[src/rtl/sfifo_rd_arb_pkg.sv]
`default_nettype none
// =============================================================================
// Module      : sfifo_pkg
// Description : Shared types and constants for the sync-FIFO read arbiter.
// Revision    : 1.0 - initial release
// =============================================================================
package sfifo_pkg;

    typedef enum logic [1:0] {
        ST_IDLE = 2'd0,
        ST_RD   = 2'd1,
        ST_CAP  = 2'd2
    } rd_state_e;

    localparam int REQ_CPU       = 0;
    localparam int REQ_HW        = 1;
    localparam int SFIFO_DW_DFLT = 16;

    function automatic logic [1:0] idx2onehot(input logic idx);
        return idx ? 2'b10 : 2'b01;
    endfunction

endpackage
`default_nettype wire

[src/rtl/sfifo_rd_arb_if.sv]
`default_nettype none
// =============================================================================
// Module      : sfifo_rd_arb_if
// Description : Requester-side bus of the FIFO read arbiter (request/grant/data).
// Revision    : 1.0 - initial release
// =============================================================================
interface sfifo_rd_arb_if
    import sfifo_pkg::*;
#(
    parameter int DW = SFIFO_DW_DFLT
) ();

    logic [1:0]    req_i;
    logic [1:0]    gnt_o;
    logic          vld_o;
    logic [DW-1:0] dat_o;

    // slave is the arbiter, master is the requester pair
    modport slave  (input  req_i, output gnt_o, output vld_o, output dat_o);
    modport master (output req_i, input  gnt_o, input  vld_o, input  dat_o);

endinterface
`default_nettype wire

[src/rtl/sfifo_rd_arb_rr_arb2.sv]
`default_nettype none
// =============================================================================
// Module      : rr_arb2
// Description : Two-way round-robin pick; last winner remembered on latch.
// Revision    : 1.0 - initial release
// =============================================================================
module rr_arb2 (
    input  wire        wb_clk_i,
    input  wire        wb_rst_n_i,
    input  wire  [1:0] elig_i,
    input  wire        latch_i,
    output logic       any_o,
    output logic       win_o
);

    logic last_q;

    always_comb begin
        any_o = |elig_i;
        if (&elig_i) begin
            win_o = ~last_q;
        end else begin
            win_o = elig_i[1];
        end
    end

    // Reset to 1 so requester 0 takes the first tie.
    always_ff @(posedge wb_clk_i or negedge wb_rst_n_i) begin
        if (!wb_rst_n_i) begin
            last_q <= 1'b1;
        end else if (latch_i) begin
            last_q <= win_o;
        end
    end

endmodule
`default_nettype wire

[src/rtl/sfifo_rd_arb.sv]
`default_nettype none
// =============================================================================
// Module      : sfifo_rd_arb
// Description : Sole popper of the command FIFO; arbitrates CPU vs. rate-limited HW.
// Revision    : 1.0 - initial release
// =============================================================================
module sfifo_rd_arb
    import sfifo_pkg::*;
#(
    parameter int SFIFO_DW = SFIFO_DW_DFLT,
    parameter int BP_QUOTA = 4,
    parameter int QW       = 8
) (
    input  wire                 wb_clk_i,
    input  wire                 wb_rst_n_i,
    input  wire                 bp_tick_i,
    input  wire                 sfifo_empty_i,
    input  wire  [SFIFO_DW-1:0] sfifo_di,
    output logic                sfifo_rd_o,
    output logic                busy_o,
    output logic                quota_exh_o,
    sfifo_rd_arb_if.slave       rq
);

    localparam logic [QW-1:0] QUOTA_C = QW'(BP_QUOTA);
    localparam bit            UNLIM_C = (BP_QUOTA == 0);

    rd_state_e           state_q;
    logic                win_q;
    logic                rd_q;
    logic                busy_q;
    logic                vld_q;
    logic [1:0]          gnt_q;
    logic [SFIFO_DW-1:0] dat_q;
    logic [QW-1:0]       qcnt_q;
    logic [QW-1:0]       qcnt_d;
    logic                exh_q;

    logic [1:0]          elig;
    logic                any_elig;
    logic                pick;
    logic                go;

    always_comb begin
        elig[REQ_CPU] = rq.req_i[REQ_CPU];
        elig[REQ_HW]  = rq.req_i[REQ_HW] & (UNLIM_C | (qcnt_q < QUOTA_C));
    end

    rr_arb2 u_rr (
        .wb_clk_i   (wb_clk_i),
        .wb_rst_n_i (wb_rst_n_i),
        .elig_i     (elig),
        .latch_i    (go),
        .any_o      (any_elig),
        .win_o      (pick)
    );

    assign go = (state_q == ST_IDLE) & ~sfifo_empty_i & any_elig;

    // Tick clears first, so a same-cycle HW launch lands the count on 1.
    always_comb begin
        qcnt_d = qcnt_q;
        if (bp_tick_i) begin
            qcnt_d = '0;
        end
        if (go && (pick == 1'(REQ_HW)) && !UNLIM_C && (qcnt_d < QUOTA_C)) begin
            qcnt_d = qcnt_d + 1'b1;
        end
    end

    always_ff @(posedge wb_clk_i or negedge wb_rst_n_i) begin
        if (!wb_rst_n_i) begin
            state_q <= ST_IDLE;
            win_q   <= 1'b0;
            rd_q    <= 1'b0;
            busy_q  <= 1'b0;
            vld_q   <= 1'b0;
            gnt_q   <= 2'b00;
            dat_q   <= '0;
            qcnt_q  <= '0;
            exh_q   <= 1'b0;
        end else begin
            qcnt_q <= qcnt_d;
            exh_q  <= !UNLIM_C && (qcnt_d >= QUOTA_C);
            vld_q  <= 1'b0;
            gnt_q  <= 2'b00;
            case (state_q)
                ST_IDLE: begin
                    if (go) begin
                        state_q <= ST_RD;
                        win_q   <= pick;
                        rd_q    <= 1'b1;
                        busy_q  <= 1'b1;
                    end
                end
                ST_RD: begin
                    state_q <= ST_CAP;
                    rd_q    <= 1'b0;
                end
                ST_CAP: begin
                    // Delivered to the latched winner even if it has since dropped req.
                    state_q <= ST_IDLE;
                    busy_q  <= 1'b0;
                    dat_q   <= sfifo_di;
                    vld_q   <= 1'b1;
                    gnt_q   <= idx2onehot(win_q);
                end
                default: begin
                    state_q <= ST_IDLE;
                    rd_q    <= 1'b0;
                    busy_q  <= 1'b0;
                end
            endcase
        end
    end

    assign sfifo_rd_o  = rd_q;
    assign busy_o      = busy_q;
    assign quota_exh_o = exh_q;
    assign rq.gnt_o    = gnt_q;
    assign rq.vld_o    = vld_q;
    assign rq.dat_o    = dat_q;

endmodule
`default_nettype wire
[src/flat_wrapper.sv]
// flat-port wrapper written by rule: the top's interface ports become plain ports
module sfifo_rd_arb_flat import sfifo_pkg::*;
#(
    parameter int SFIFO_DW = SFIFO_DW_DFLT,
    parameter int BP_QUOTA = 4,
    parameter int QW       = 8
)
  (wb_clk_i, wb_rst_n_i, bp_tick_i, sfifo_empty_i, sfifo_di, sfifo_rd_o, busy_o, quota_exh_o, rq_req_i, rq_gnt_o, rq_vld_o, rq_dat_o);
  sfifo_rd_arb_if rq_i ();
  input  wire wb_clk_i;
  input  wire wb_rst_n_i;
  input  wire bp_tick_i;
  input  wire sfifo_empty_i;
  input  wire  [SFIFO_DW-1:0] sfifo_di;
  output logic sfifo_rd_o;
  output logic busy_o;
  output logic quota_exh_o;
  input wire logic [$bits(rq_i.req_i)-1:0] rq_req_i;
  output wire logic [$bits(rq_i.gnt_o)-1:0] rq_gnt_o;
  output wire logic [$bits(rq_i.vld_o)-1:0] rq_vld_o;
  output wire logic [$bits(rq_i.dat_o)-1:0] rq_dat_o;
  assign rq_i.req_i = rq_req_i;
  assign rq_gnt_o = rq_i.gnt_o;
  assign rq_vld_o = rq_i.vld_o;
  assign rq_dat_o = rq_i.dat_o;
  sfifo_rd_arb #(.SFIFO_DW(SFIFO_DW), .BP_QUOTA(BP_QUOTA), .QW(QW)) u_core (.wb_clk_i(wb_clk_i), .wb_rst_n_i(wb_rst_n_i), .bp_tick_i(bp_tick_i), .sfifo_empty_i(sfifo_empty_i), .sfifo_di(sfifo_di), .sfifo_rd_o(sfifo_rd_o), .busy_o(busy_o), .quota_exh_o(quota_exh_o), .rq(rq_i));
endmodule
[config.mk]
export PLATFORM = sky130hd
export DESIGN_NAME = sfifo_rd_arb_flat
export DESIGN_NICKNAME = d
export VERILOG_FILES = /design/src/rtl/sfifo_rd_arb_pkg.sv /design/src/rtl/sfifo_rd_arb_if.sv /design/src/rtl/sfifo_rd_arb_rr_arb2.sv /design/src/rtl/sfifo_rd_arb.sv /design/src/flat_wrapper.sv
export SDC_FILE = /design/constraint.sdc
export NUM_CORES = 1
export LEC_CHECK = 0
export CAP_MARGIN = 40
export CORE_MARGIN = 5
export CORE_UTILIZATION = 50
export CTS_BUF_LIST = sky130_fd_sc_hd__clkbuf_8
export DETAILED_ROUTE_END_ITERATION = 12
export GPL_TIMING_DRIVEN = 0
export HOLD_SLACK_MARGIN = 0.02
export PLACE_DENSITY = 0.87
export RECOVER_POWER = 50
export SKIP_CTS_REPAIR_TIMING = 1
export SYNTH_ARGS = -nofsm -noshare
export SYNTH_HDL_FRONTEND = slang
export SYNTH_SLANG_ARGS = --single-unit
[constraint.sdc]
create_clock -name wb_clk_i -period 2.8 [get_ports wb_clk_i]
set_input_delay 0.42 -clock wb_clk_i [delete_from_list [all_inputs] [get_ports wb_clk_i]]
set_output_delay 0.42 -clock wb_clk_i [all_outputs]
set_load 0.005 [all_outputs]
==> impl_metrics.yaml <==
cts:
  worst_skew_pair_latency_ps: 280
  root_buffer: "sky130_fd_sc_hd__clkbuf_8"
  clk_path_buf_depth: 2
  cts_sinks: 34
  clock_tree_from_tritoncts: "yes"
  clkSlewWorstSetupHoldPaths_ps: 70
  clock_tree.htree_level_count: 2
  numCtsBuffers: 5
global_route:
  groute.layer.met3.usage_pct: 6.08
  grtUsageMet1_pct: 17.4
  grt_antenna_before_repair: 0
  number_of_global_route_vias_before_repair: 911
  grt-busiest-layer: "met2"
  grt_util_met2_pct: 28.9
  grt_use_total_pct: 16.3
  grt_start_max_net_pins: 35
  overflow: 0
  global_route_wire_length_before_repair_um: 4240
synthesis:
  synth_flop_cell: "sky130_fd_sc_hd__dfrtp_1"
  number_of_distinct_standard_cells_referenced_by_the_synthesized_netlist: 22
  post_synth.cell_area_avg_um2: 14.9
  postSynth.asyncResetShare_pct: 100
  yosysWarningCount: 0
  synthesis.area_um2: 1310
  synth_enable_flop_cells: 0
  synthDominantAreaCellType: "sky130_fd_sc_hd__dfrtp_1"
  ys_top_cells_by_count: "sky130_fd_sc_hd__dfrtp_1 (33), sky130_fd_sc_hd__mux2_2 (16), sky130_fd_sc_hd__nor2b_1 (10)"
  synth_top_cells_by_area: "sky130_fd_sc_hd__dfrtp_1 (63%), sky130_fd_sc_hd__mux2_2 (14%), sky130_fd_sc_hd__nor2b_1 (4.8%)"
  netlist_instances: 88
  synth_fp_nets: 111
  synth_top_area_share_pct: 63.1
  seq_area_frac_synth_pct: 65.1
  synthMostInstantiatedCell: "sky130_fd_sc_hd__dfrtp_1"
  synth_seq_cells: 34
floorplanning:
  placement_rows: 18
  fp.dieArea_um2: 3740
  core-area_um2: 2500
  initial_core_util_pct: 52.4
  fp.dieH_um: 61.2
  top_level_ports: 44
  die_span_in_x_um: 61.2
critical_path:
  required_ps: 2970
  critical_path.max_stage_delay_ps: 820
  critical_path.startpoint: "u_core.qcnt_q[4]$_DFF_PN0_"
  slowest_stage: "sky130_fd_sc_hd__nor4_1"
  critical_path_class: "register to register"
  worst_setup_path_start_kind: "register"
  worst_r2r_startpoint: "u_core.qcnt_q[4]$_DFF_PN0_"
  last_element_of_the_critical_path: "u_core.qcnt_q[1]$_DFF_PN0_"
  timing.reg2reg.setup_slack_ps: 870
  crit_path_end_kind: "register"
  timing.critical_path.cells: "nor4_1 -> nand4_4 -> mux2_4"
  cp_data_arrival_time_ps: 2100
  max_fanout_on_critical_path: 5
  worstRegToRegCells: 3
  worstReg2RegEnd: "u_core.qcnt_q[1]$_DFF_PN0_"
sta:
  fin_crit_sh_pct: 69.1
  fmax_mhz: 517
  setup_repair_after_global_routing_missed_its_margin: "no"
  hold_viol: 0
  fin_worst_skew_ps: 7.23
  final.min_clock_period_ps: 1930
  final_max_slew_viol_count: 35
  finalSetupViolations: 0
  max_slew_margin_pct: -16.2
  worst_pin_slew_ps: 1740
  tns_ps: 0
route:
  routed-via-count: 878
  drtIter0Drc: 38
  detail_route.vias_per_cell: 5.20
  wire_per_inst_um: 15.6
  drt_wl_total_um: 2630
  first_pass_iters: 4
  post-route-drc-count: 0
  ant_nets: 0
finish:
  multiInputGateArea_um2: 403
  design_area_um2: 1830
  regArea_um2: 852
  post_route_cells_drive_above_1_share_pct: 19.4
  areaGrowthSynthToFinish_pct: 40.2
  final_net_count: 161
  final-instance-count-excl-fill: 169
  antennaDiodeCount: 0
  fill_cells: 174
placed_design:
  place.detailed.hpwl_um: 1940
  io_buffer_count: 43
  numPlacedInstances: 161
  place_congestion: 0.690
  placedInstanceArea_um2: 1770
power_and_ir_drop:
  cellLeakagePower_nw: 0.805
  power.density_cell_area_nw_per_um2: 770
  ir_worst_vdd_v: 0.000633
status:
  run_status: "finished, violations left"
  failing_checks: "max-capacitance violations, max-slew violations"
run:
  drv_cap: 1
min_path:
  holdCritPathClass: "register to register"
-- cell type report --
class	instances	area share, %
Buffer	2	0.409
Clock buffer	6	4.50
Clock inverter	2	0.477
Inverter	5	1.02
Multi-Input combinational cell	47	22.0
Sequential cell	34	46.5
Tap cell	30	2.05
Timing Repair Buffer	43	23.1
-- power breakdown --
part           leakage, nW  internal, W  switching [W]
clock               0.0524     0.000194       0.000164
sequential           0.425     0.000607      0.0000560
combinational        0.328     0.000270       0.000121
-- how the worst min path moves through the flow --
stage	start	to	slack, ps	cells past startpoint
5_1_grt	u_core.win_q$_DFFE_PN0P_	u_core.rq.gnt_o[0]$_DFF_PN0_	460	1
2_1_floorplan	wb_rst_n_i	u_core.busy_o$_DFFE_PN0P_	120	0
4_1_cts	wb_rst_n_i	u_core.rq.dat_o[11]$_DFFE_PN0P_	210	1
3_3_place_gp	u_core.win_q$_DFFE_PN0P_	u_core.rq.gnt_o[0]$_DFF_PN0_	440	1
6_report	u_core.win_q$_DFFE_PN0P_	u_core.rq.gnt_o[0]$_DFF_PN0_	440	1
3_5_place_dp	u_core.win_q$_DFFE_PN0P_	u_core.rq.gnt_o[0]$_DFF_PN0_	440	1
-- sequential cells by signal, indices dropped and copies added, names as in the netlist --
name and flops:
u_core.rq.vld_o 1, u_core.rq.dat_o 16, u_core.state_q 2, u_core.busy_o 1, u_core.u_rr.last_q 1, u_core.qcnt_q 8
u_core.quota_exh_o 1, u_core.rq.gnt_o 2, u_core.sfifo_rd_o 1, u_core.win_q 1
-- per-layer routing --
layer  wire, um  share of wire (%)  vias up
met1       1030                 39      431
met2       1310                 50       36
met4         35                1.3        0
met3        254                9.7        6
li1           -                  -      405
met5          0                  0        -
-- placed cells by master, fill, tap and decap left out, types with 2 or more instances in the layout --
| cell | count |
|---|---|
| sky130_fd_sc_hd__nand2_1 | 2 |
| sky130_fd_sc_hd__nor2b_1 | 10 |
| sky130_fd_sc_hd__inv_1 | 6 |
| sky130_fd_sc_hd__dfrtp_1 | 33 |
| sky130_fd_sc_hd__o22ai_1 | 4 |
| sky130_fd_sc_hd__clkdlybuf4s50_1 | 41 |
| sky130_fd_sc_hd__clkbuf_8 | 6 |
| sky130_fd_sc_hd__a31oi_1 | 2 |
| sky130_fd_sc_hd__mux2_2 | 16 |
| sky130_fd_sc_hd__clkbuf_1 | 3 |
-- metrics by stage --
| stage | power, W | utilization, % | setup WS (ps) | hold WS, ps |
|---|---|---|---|---|
| 2_1_floorplan | 0.000807 | - | 1450 | 124 |
| 3_3_place_gp | 0.00106 | 71.1 | 706 | 436 |
| 3_5_place_dp | 0.00108 | 70.9 | 913 | 442 |
| 4_1_cts | 0.00144 | 74.5 | 1210 | 212 |
| 5_1_grt | 0.00149 | 73.4 | 675 | 460 |
| 6_report | 0.00141 | 73.4 | 865 | 443 |
-- worst max-delay path: cells and delay by family, from the launching register on --
kind	cells	cell delay [ps]
and+or+nand+nor	2	1080
muxes	1	370
DFF	1	370
-- cell families after synthesis --
kind of cell / Yosys count / synth area share, %
adders and majority gates: 1 / 0.956
AOI/OAI and AO/OA: 8 / 3.63
and+or+nand+nor: 20 / 12.1
DFF: 34 / 65.1
xor gates and xnor gates: 1 / 0.669
muxes: 17 / 14.9
buffers and inverters: 7 / 2.58
Power figures use the tool's default switching activity.
